[config.mk]
export PLATFORM = sky130hd
export DESIGN_NAME = atmega_pll_ctrl_flat
export DESIGN_NICKNAME = d
export VERILOG_FILES = /design/src/rtl/atmega_pll_ctrl_if.sv /design/src/rtl/atmega_pll_ctrl.sv /design/src/flat_wrapper.sv
export SDC_FILE = /design/constraint.sdc
export NUM_CORES = 1
export LEC_CHECK = 0
export CORE_MARGIN = 2
export CORE_UTILIZATION = 47
export DETAILED_ROUTE_END_ITERATION = 10
export PLACE_DENSITY = 0.86
export SETUP_SLACK_MARGIN = 0.02
export SLEW_MARGIN = 10
export SYNTH_ARGS = -nofsm -noshare
export SYNTH_HDL_FRONTEND = slang
export SYNTH_SLANG_ARGS = --single-unit
[constraint.sdc]
create_clock -name clk -period 2.36 [get_ports clk]
set_input_delay 0.354 -clock clk [delete_from_list [all_inputs] [get_ports clk]]
set_output_delay 0.354 -clock clk [all_outputs]
set_load 0.01 [all_outputs]
[src/rtl/atmega_pll_ctrl_if.sv]
// -----------------------------------------------------------------------------
// atmega_pll_ctrl_if
// CPU I/O bus bundle for the PLL controller register file.
//   addr_dat    : byte address on the I/O bus
//   wr_dat      : write strobe, data taken from bus_dat_in on the rising clk edge
//   rd_dat      : read strobe, bus_dat_out is valid combinationally while high
//   bus_dat_in  : write data
//   bus_dat_out : read data, 0 unless rd_dat=1 and a register is addressed
// Modports: master = CPU side, slave = register block side.
// -----------------------------------------------------------------------------
interface atmega_pll_ctrl_if #(
  parameter int unsigned BUS_ADDR_DATA_LEN = 16
);
  logic [BUS_ADDR_DATA_LEN-1:0] addr_dat;
  logic                         wr_dat;
  logic                         rd_dat;
  logic [7:0]                   bus_dat_in;
  logic [7:0]                   bus_dat_out;

  modport master (
    output addr_dat,
    output wr_dat,
    output rd_dat,
    output bus_dat_in,
    input  bus_dat_out
  );

  modport slave (
    input  addr_dat,
    input  wr_dat,
    input  rd_dat,
    input  bus_dat_in,
    output bus_dat_out
  );
endinterface

[src/rtl/atmega_pll_ctrl.sv]
// -----------------------------------------------------------------------------
// atmega_pll_ctrl
// Owns PLLCSR/PLLFRQ and sequences the PLL clock generator: OFF -> LOCKING ->
// LOCKED, with a cycle counter standing in for lock acquisition. Downstream
// PLL clocks are gated until lock, and the applied frequency configuration
// only ever changes while the gate is closed.
//
// Ports:
//   clk, rst       : clock and asynchronous active-high reset
//   bus (slave)    : CPU I/O bus (addr_dat, wr_dat, rd_dat, bus_dat_in, bus_dat_out)
//   pll_frq_cfg    : PLLFRQ value currently applied to the prescaler datapath
//   pll_run        : PLL datapath counter enable
//   pll_clk_gate   : 1 = PLL-derived clocks usable downstream
//   pll_locked     : lock flag, same value as PLLCSR.PLOCK
//
// Build option ATMEGA_PLL_CTRL_RELOCK_EN:
//   defined   : a frequency change while LOCKED drops lock, drains for
//               SETTLE_CYCLES, applies the new value and relocks.
//   undefined : no DRAIN state; a new PLLFRQ is applied only in OFF, so it
//               takes effect after PLLE is cycled 1 -> 0 -> 1.
// -----------------------------------------------------------------------------
module atmega_pll_ctrl #(
  parameter int unsigned BUS_ADDR_DATA_LEN = 16,
  parameter int unsigned PLLCSR_ADDR       = 'h49,
  parameter int unsigned PLLFRQ_ADDR       = 'h52,
  parameter int unsigned LOCK_CYCLES       = 1024,
  parameter int unsigned SETTLE_CYCLES     = 16
) (
  input  logic                    clk,
  input  logic                    rst,
  atmega_pll_ctrl_if.slave        bus,
  output logic [7:0]              pll_frq_cfg,
  output logic                    pll_run,
  output logic                    pll_clk_gate,
  output logic                    pll_locked
);

  localparam int unsigned MAX_CYC = (LOCK_CYCLES > SETTLE_CYCLES) ? LOCK_CYCLES : SETTLE_CYCLES;
  // Guard against a zero-width counter when both cycle counts are 1.
  localparam int unsigned CNT_W   = (MAX_CYC > 1) ? $clog2(MAX_CYC) : 1;

  localparam logic [CNT_W-1:0] LOCK_LOAD = CNT_W'(LOCK_CYCLES - 1);
`ifdef ATMEGA_PLL_CTRL_RELOCK_EN
  localparam logic [CNT_W-1:0] SETTLE_LOAD = CNT_W'(SETTLE_CYCLES - 1);
`endif

  localparam logic [BUS_ADDR_DATA_LEN-1:0] CSR_A = BUS_ADDR_DATA_LEN'(PLLCSR_ADDR);
  localparam logic [BUS_ADDR_DATA_LEN-1:0] FRQ_A = BUS_ADDR_DATA_LEN'(PLLFRQ_ADDR);

  typedef enum logic [1:0] {
    ST_OFF     = 2'd0,
    ST_LOCKING = 2'd1,
    ST_LOCKED  = 2'd2
`ifdef ATMEGA_PLL_CTRL_RELOCK_EN
    ,
    ST_DRAIN   = 2'd3
`endif
  } state_e;

  state_e           state_q, state_d;
  logic [CNT_W-1:0] cnt_q, cnt_d;
  logic [7:0]       cfg_q, cfg_d;
  logic [7:0]       pllfrq_q, pllfrq_d;
  logic             pindiv_q, pindiv_d;
  logic             plle_q, plle_d;
`ifdef ATMEGA_PLL_CTRL_RELOCK_EN
  logic             frq_chg_q, frq_chg_d;
`endif

  logic csr_sel, frq_sel, wr_csr, wr_frq;
  logic run, gate, plock;

  assign csr_sel = (bus.addr_dat == CSR_A);
  assign frq_sel = (bus.addr_dat == FRQ_A);
  assign wr_csr  = bus.wr_dat & csr_sel;
  assign wr_frq  = bus.wr_dat & frq_sel;

  // Register file write path. PLOCK and the reserved PLLCSR bits have no
  // storage; they are synthesised on readback.
  always_comb begin
    pindiv_d = pindiv_q;
    plle_d   = plle_q;
    pllfrq_d = pllfrq_q;
    if (wr_csr) begin
      pindiv_d = bus.bus_dat_in[4];
      plle_d   = bus.bus_dat_in[1];
    end
    if (wr_frq) begin
      pllfrq_d = bus.bus_dat_in;
    end
  end

`ifdef ATMEGA_PLL_CTRL_RELOCK_EN
  // One-cycle flag: a PLLFRQ write just landed with a value different from the
  // applied one. Only LOCKED acts on it; writes seen in other states leave just
  // the shadow updated, to be picked up at the next DRAIN exit or in OFF.
  assign frq_chg_d = wr_frq & (bus.bus_dat_in != cfg_q);
`endif

  // Read mux is combinational so the CPU sees PLOCK in the same cycle as
  // pll_locked.
  always_comb begin
    bus.bus_dat_out = 8'h00;
    if (bus.rd_dat) begin
      if (csr_sel) begin
        bus.bus_dat_out = {3'b000, pindiv_q, 2'b00, plle_q, plock};
      end else if (frq_sel) begin
        bus.bus_dat_out = pllfrq_q;
      end
    end
  end

  // Next-state and state-decoded outputs.
  always_comb begin
    state_d = state_q;
    cnt_d   = cnt_q;
    cfg_d   = cfg_q;
    run     = 1'b0;
    gate    = 1'b0;
    plock   = 1'b0;

    unique case (state_q)
      ST_OFF: begin
        // Gate is closed, so the shadow may be applied freely.
        cfg_d = pllfrq_q;
        if (plle_q) begin
          state_d = ST_LOCKING;
          cnt_d   = LOCK_LOAD;
        end
      end

      ST_LOCKING: begin
        run = 1'b1;
        if (cnt_q == '0) begin
          state_d = ST_LOCKED;
        end else begin
          cnt_d = cnt_q - CNT_W'(1);
        end
      end

      ST_LOCKED: begin
        run   = 1'b1;
        gate  = 1'b1;
        plock = 1'b1;
`ifdef ATMEGA_PLL_CTRL_RELOCK_EN
        if (frq_chg_q) begin
          state_d = ST_DRAIN;
          cnt_d   = SETTLE_LOAD;
        end
`endif
      end

`ifdef ATMEGA_PLL_CTRL_RELOCK_EN
      ST_DRAIN: begin
        // Gate already closed for SETTLE_CYCLES before cfg moves.
        run = 1'b1;
        if (cnt_q == '0) begin
          cfg_d   = pllfrq_q;
          state_d = ST_LOCKING;
          cnt_d   = LOCK_LOAD;
        end else begin
          cnt_d = cnt_q - CNT_W'(1);
        end
      end
`endif

      default: begin
        state_d = ST_OFF;
        cnt_d   = '0;
      end
    endcase

    // Disabling the PLL overrides every other transition, including a
    // pending DRAIN exit, so cfg holds until OFF reapplies the shadow.
    if ((state_q != ST_OFF) && !plle_q) begin
      state_d = ST_OFF;
      cnt_d   = '0;
      cfg_d   = cfg_q;
    end
  end

  always_ff @(posedge clk or posedge rst) begin
    if (rst) begin
      state_q   <= ST_OFF;
      cnt_q     <= '0;
      cfg_q     <= 8'h00;
      pllfrq_q  <= 8'h00;
      pindiv_q  <= 1'b0;
      plle_q    <= 1'b0;
`ifdef ATMEGA_PLL_CTRL_RELOCK_EN
      frq_chg_q <= 1'b0;
`endif
    end else begin
      state_q   <= state_d;
      cnt_q     <= cnt_d;
      cfg_q     <= cfg_d;
      pllfrq_q  <= pllfrq_d;
      pindiv_q  <= pindiv_d;
      plle_q    <= plle_d;
`ifdef ATMEGA_PLL_CTRL_RELOCK_EN
      frq_chg_q <= frq_chg_d;
`endif
    end
  end

  assign pll_frq_cfg  = cfg_q;
  assign pll_run      = run;
  assign pll_clk_gate = gate;
  assign pll_locked   = plock;

endmodule

[src/flat_wrapper.sv]
// flat-port wrapper written by rule: the top's interface ports become plain ports
module atmega_pll_ctrl_flat 
#(
  parameter int unsigned BUS_ADDR_DATA_LEN = 16,
  parameter int unsigned PLLCSR_ADDR       = 'h49,
  parameter int unsigned PLLFRQ_ADDR       = 'h52,
  parameter int unsigned LOCK_CYCLES       = 1024,
  parameter int unsigned SETTLE_CYCLES     = 16
)
  (clk, rst, pll_frq_cfg, pll_run, pll_clk_gate, pll_locked, bus_addr_dat, bus_wr_dat, bus_rd_dat, bus_bus_dat_in, bus_bus_dat_out);
  atmega_pll_ctrl_if #(.BUS_ADDR_DATA_LEN(BUS_ADDR_DATA_LEN)) bus_i ();
  input  logic clk;
  input  logic rst;
  output logic [7:0] pll_frq_cfg;
  output logic pll_run;
  output logic pll_clk_gate;
  output logic pll_locked;
  input wire logic [$bits(bus_i.addr_dat)-1:0] bus_addr_dat;
  input wire logic [$bits(bus_i.wr_dat)-1:0] bus_wr_dat;
  input wire logic [$bits(bus_i.rd_dat)-1:0] bus_rd_dat;
  input wire logic [$bits(bus_i.bus_dat_in)-1:0] bus_bus_dat_in;
  output wire logic [$bits(bus_i.bus_dat_out)-1:0] bus_bus_dat_out;
  assign bus_i.addr_dat = bus_addr_dat;
  assign bus_i.wr_dat = bus_wr_dat;
  assign bus_i.rd_dat = bus_rd_dat;
  assign bus_i.bus_dat_in = bus_bus_dat_in;
  assign bus_bus_dat_out = bus_i.bus_dat_out;
  atmega_pll_ctrl #(.BUS_ADDR_DATA_LEN(BUS_ADDR_DATA_LEN), .PLLCSR_ADDR(PLLCSR_ADDR), .PLLFRQ_ADDR(PLLFRQ_ADDR), .LOCK_CYCLES(LOCK_CYCLES), .SETTLE_CYCLES(SETTLE_CYCLES)) u_core (.clk(clk), .rst(rst), .bus(bus_i), .pll_frq_cfg(pll_frq_cfg), .pll_run(pll_run), .pll_clk_gate(pll_clk_gate), .pll_locked(pll_locked));
endmodule
==> flow_metrics.py, run 1 <==
metrics = {
    "outcome": {
        "status": "complete, no violations",
    },
    "run": {
        "maxCapViolations": 0,
    },
    "floorplanning": {
        "chipWidth_um": 63.8,
        "die_height_um": 63.8,
        "row_count": 21,
        "initial_core_util_pct": 49.5,
        "boundaryPins": 47,
        "dieArea_mm2": 0.00406,
        "placeableCoreArea_mm2": 0.00339,
    },
    "power": {
        "power_switching_mw": 0.316,
        "static-leakage-power_nw": 1.04,
        "switching_share_pct": 28.9,
        "power_mw": 1.09,
        "p_per_area_mw_per_mm2": 476,
        "seq_power_share_pct": 50.1,
        "ir_worst_vdd_v": 0.000325,
        "combPwrFrac_pct": 19.7,
        "clockPowerShare_pct": 30.2,
        "intPower_mw": 0.777,
    },
    "synth": {
        "synth_nets": 192,
        "ys_types": 48,
        "ys_warn_count": 0,
        "syn_area_per_cell_um2": 10.5,
        "synth_adder_area_share_pct": 2.98,
        "yosys-mux-area-fraction_pct": 13.6,
        "synth_top_family_by_area": "simple AND/OR/NAND/NOR gates",
        "synth_ff_type": "dfrtp_1",
        "ys_async_sr_fraction_pct": 100,
        "synth_compound_area_share_pct": 14.7,
        "synth_simple_gate_area_share_pct": 18.3,
        "netlist_area_mm2": 0.00168,
        "syn_inst": 160,
        "synth_edf_count": 0,
        "synth-xor-area-share_pct": 0,
        "seq_area_frac_synth_pct": 44.7,
        "ys_ff_latch": 30,
    },
    "timing": {
        "rsz0062_at_grt": "true",
        "tightest_slew_ns": 0.666,
        "fin_crit_ns": 2.23,
        "finalClockSkew_ns": 0.0150,
        "hold_viol": 0,
        "setup_viol": 0,
        "final.period_utilization_pct": 94.7,
        "setup_slack_ns": 0.126,
        "slew_headroom_pct": 55.3,
        "fin_hold_ws_ns": 0.193,
        "slew_violations": 0,
        "max_freq_mhz": 448,
    },
    "cells_and_area": {
        "diodes": 0,
        "design_area_mm2": 0.00230,
        "nNetsFinal": 242,
        "fillers": 245,
        "area_growth_pct": 36.8,
        "finalNonFillerCells": 257,
        "drive_gt1_share_pct": 25.1,
    },
    "clock_tree": {
        "path_clk_slew_ns": 0.10,
        "cts_num_sinks": 30,
        "cts_hold_buffers": 0,
        "h-tree-depth": 2,
        "clk_latency_ns": 0.34,
        "numCtsBuffers": 5,
        "cts_max_path_buffers": 2,
        "cts_tree": "yes",
        "cts-root-buf": "clkbuf_4",
    },
    "detailed_routing": {
        "vias": 1453,
        "routed_wl_mm": 4.13,
        "vias_per_cell": 5.65,
        "dr.first_iter.drc_count": 124,
        "drtAntennaViolNets": 0,
        "drtPass1Iterations": 4,
        "drc": 0,
        "wire_per_inst_um": 16.1,
    },
    "worst_setup_path": {
        "endpoint_kind": "output pin",
        "cp-start-kind": "register",
        "path_class": "reg2out",
        "crit_required_ns": 2.01,
        "path_max_fanout": 10,
        "worst_ep_arrival_time_ns": 1.88,
    },
    "placement": {
        "place_congestion": 0.816,
        "dp_cells": 248,
        "io_buffers": 46,
        "post-dp-hpwl_mm": 2.96,
        "place_ws_ns": -0.338,
        "dpl-instance-area_mm2": 0.00219,
    },
    "global_routing": {
        "antenna_found_initial": 0,
        "gr-total-overflow": 0,
        "grt_usage_pct": 22.4,
        "grt_max_degree": 27,
        "grt_pass1_vias": 1560,
        "grt_pass1_wl_mm": 7.13,
    },
    "min_path": {
        "hold_path.class": "in2async",
    },
}
## kinds of logic after synthesis
| kind of cell | after synthesis |
|---|---|
| and+or+nand+nor | 52 |
| AOI/OAI and AO/OA | 35 |
| DFF | 30 |
| muxes | 20 |
| buffers and inverters | 19 |
| adders and majority gates | 4 |
## critical path, stage by stage, from the launching register on
cell,delay [ns]
dfrtp_1,0.43
inv_1,0.09
ha_1,0.41
clkdlybuf4s50_1,0.62
## flip-flops by register name, indices dropped and copies added (netlist names)
| register | count |
|---|---|
| u_core.pindiv_q | 1 |
| u_core.pllfrq_q | 8 |
| u_core.pll_frq_cfg | 8 |
| u_core.state_q | 2 |
| u_core.plle_q | 1 |
| u_core.cnt_q | 10 |
## power by group through the flow
stage	Sequential (mW)	Combinational (mW)	Clock, mW
after global placement	0.555	0.190	0
final	0.548	0.215	0.331
after detailed placement	0.558	0.201	0
after floorplan	0.553	0.124	0
after global routing	0.550	0.239	0.364
after CTS	0.547	0.205	0.338
## path summary, 6_finish.rpt
kind	from	to	slack (ns)	cells after the start
worst max-delay path	u_core.state_q[0]$_DFFE_PP0P_	pll_locked	0.13	3
worst min-delay path	rst	u_core.pll_frq_cfg[6]$_DFFE_PP0P_	0.19	2
worst max register to register	u_core.cnt_q[0]$_DFFE_PP0P_	u_core.cnt_q[3]$_DFFE_PP0P_	0.27	6
worst min register to register	u_core.pll_frq_cfg[0]$_DFFE_PP0P_	u_core.pll_frq_cfg[0]$_DFFE_PP0P_	0.52	1
max in group asynchronous	rst	u_core.cnt_q[9]$_DFFE_PP0P_	1.58	3
min in group clk	u_core.pll_frq_cfg[0]$_DFFE_PP0P_	u_core.pll_frq_cfg[0]$_DFFE_PP0P_	0.52	1
## layout by cell type, fill, tap and decap left out, types with 2 or more instances in the layout
cell type and n:
clkdlybuf4s50_1 36, dfrtp_1 30, mux2_2 18, inv_1 9, nor2_1 8, nand2_1 8, nand3_1 8, clkbuf_2 8
a21oi_1 6, and2_1 6, buf_4 6, a22o_1 5, a31oi_1 5, clkbuf_4 5, nor3_1 4, ha_1 4
nor4b_4 2, o21a_1 2, nor4_4 2, nor2_2 2, o22ai_1 2, o31ai_1 2, o21ai_0 2, o211ai_1 2
dlymetal6s2s_1 2
## cell type report
type	instances	area [um2]	share of cell area, %
clock inverters	2	12.5	0.545
inverters	9	33.8	1.47
repair buffers	53	490	21.4
clock buffers	6	51.3	2.23
well taps	46	57.6	2.51
multi-input cells	111	900	39.2
flip-flops and latches	30	751	32.7
## stage by stage
step           utilization, %  setup TNS, ns
2_1_floorplan               -              0
3_3_place_gp             64.6          -1.77
3_5_place_dp             64.6          -2.60
4_1_cts                  67.0              0
5_1_grt                  67.7              0
6_report                 67.7              0
## synth_stat cells, types with 3 or more instances
cell	instances	area share [%]
nor3_1	4	1.2
dfrtp_1	30	45
and2_1	6	2.2
nand3_1	8	2.4
nor4_1	3	1.1
nand2_1	8	1.8
inv_1	9	2.0
buf_4	4	1.8
a21oi_1	6	1.8
ha_1	4	3.0
a31oi_1	5	1.9
a22o_1	5	2.6
nor2_1	9	2.0
mux2_2	18	12
## timing repair
action	CTS	global route
setup buffers	1	0
pin swaps	2	3
gates resized for setup	11	25
setup endpoints to repair	8	9
## metal layers
metal	track usage, %	routed length (um)
met4	9.78	67
met2	36.8	2040
met1	28.8	1820
met5	0	0
met3	4.23	207
Note: power is estimated with default switching activity, not from simulation.
==> run 2, diff against run 1 <==
--- a/config.mk
+++ b/config.mk
@@ -8,6 +8,7 @@
 export CORE_MARGIN = 2
 export CORE_UTILIZATION = 47
 export DETAILED_ROUTE_END_ITERATION = 10
+export HOLD_SLACK_MARGIN = 0.02
 export PLACE_DENSITY = 0.86
 export SETUP_SLACK_MARGIN = 0.02
 export SLEW_MARGIN = 10
==> results of run 2 <==
The final DEF is identical to that of run 1; final timing and power are the same.
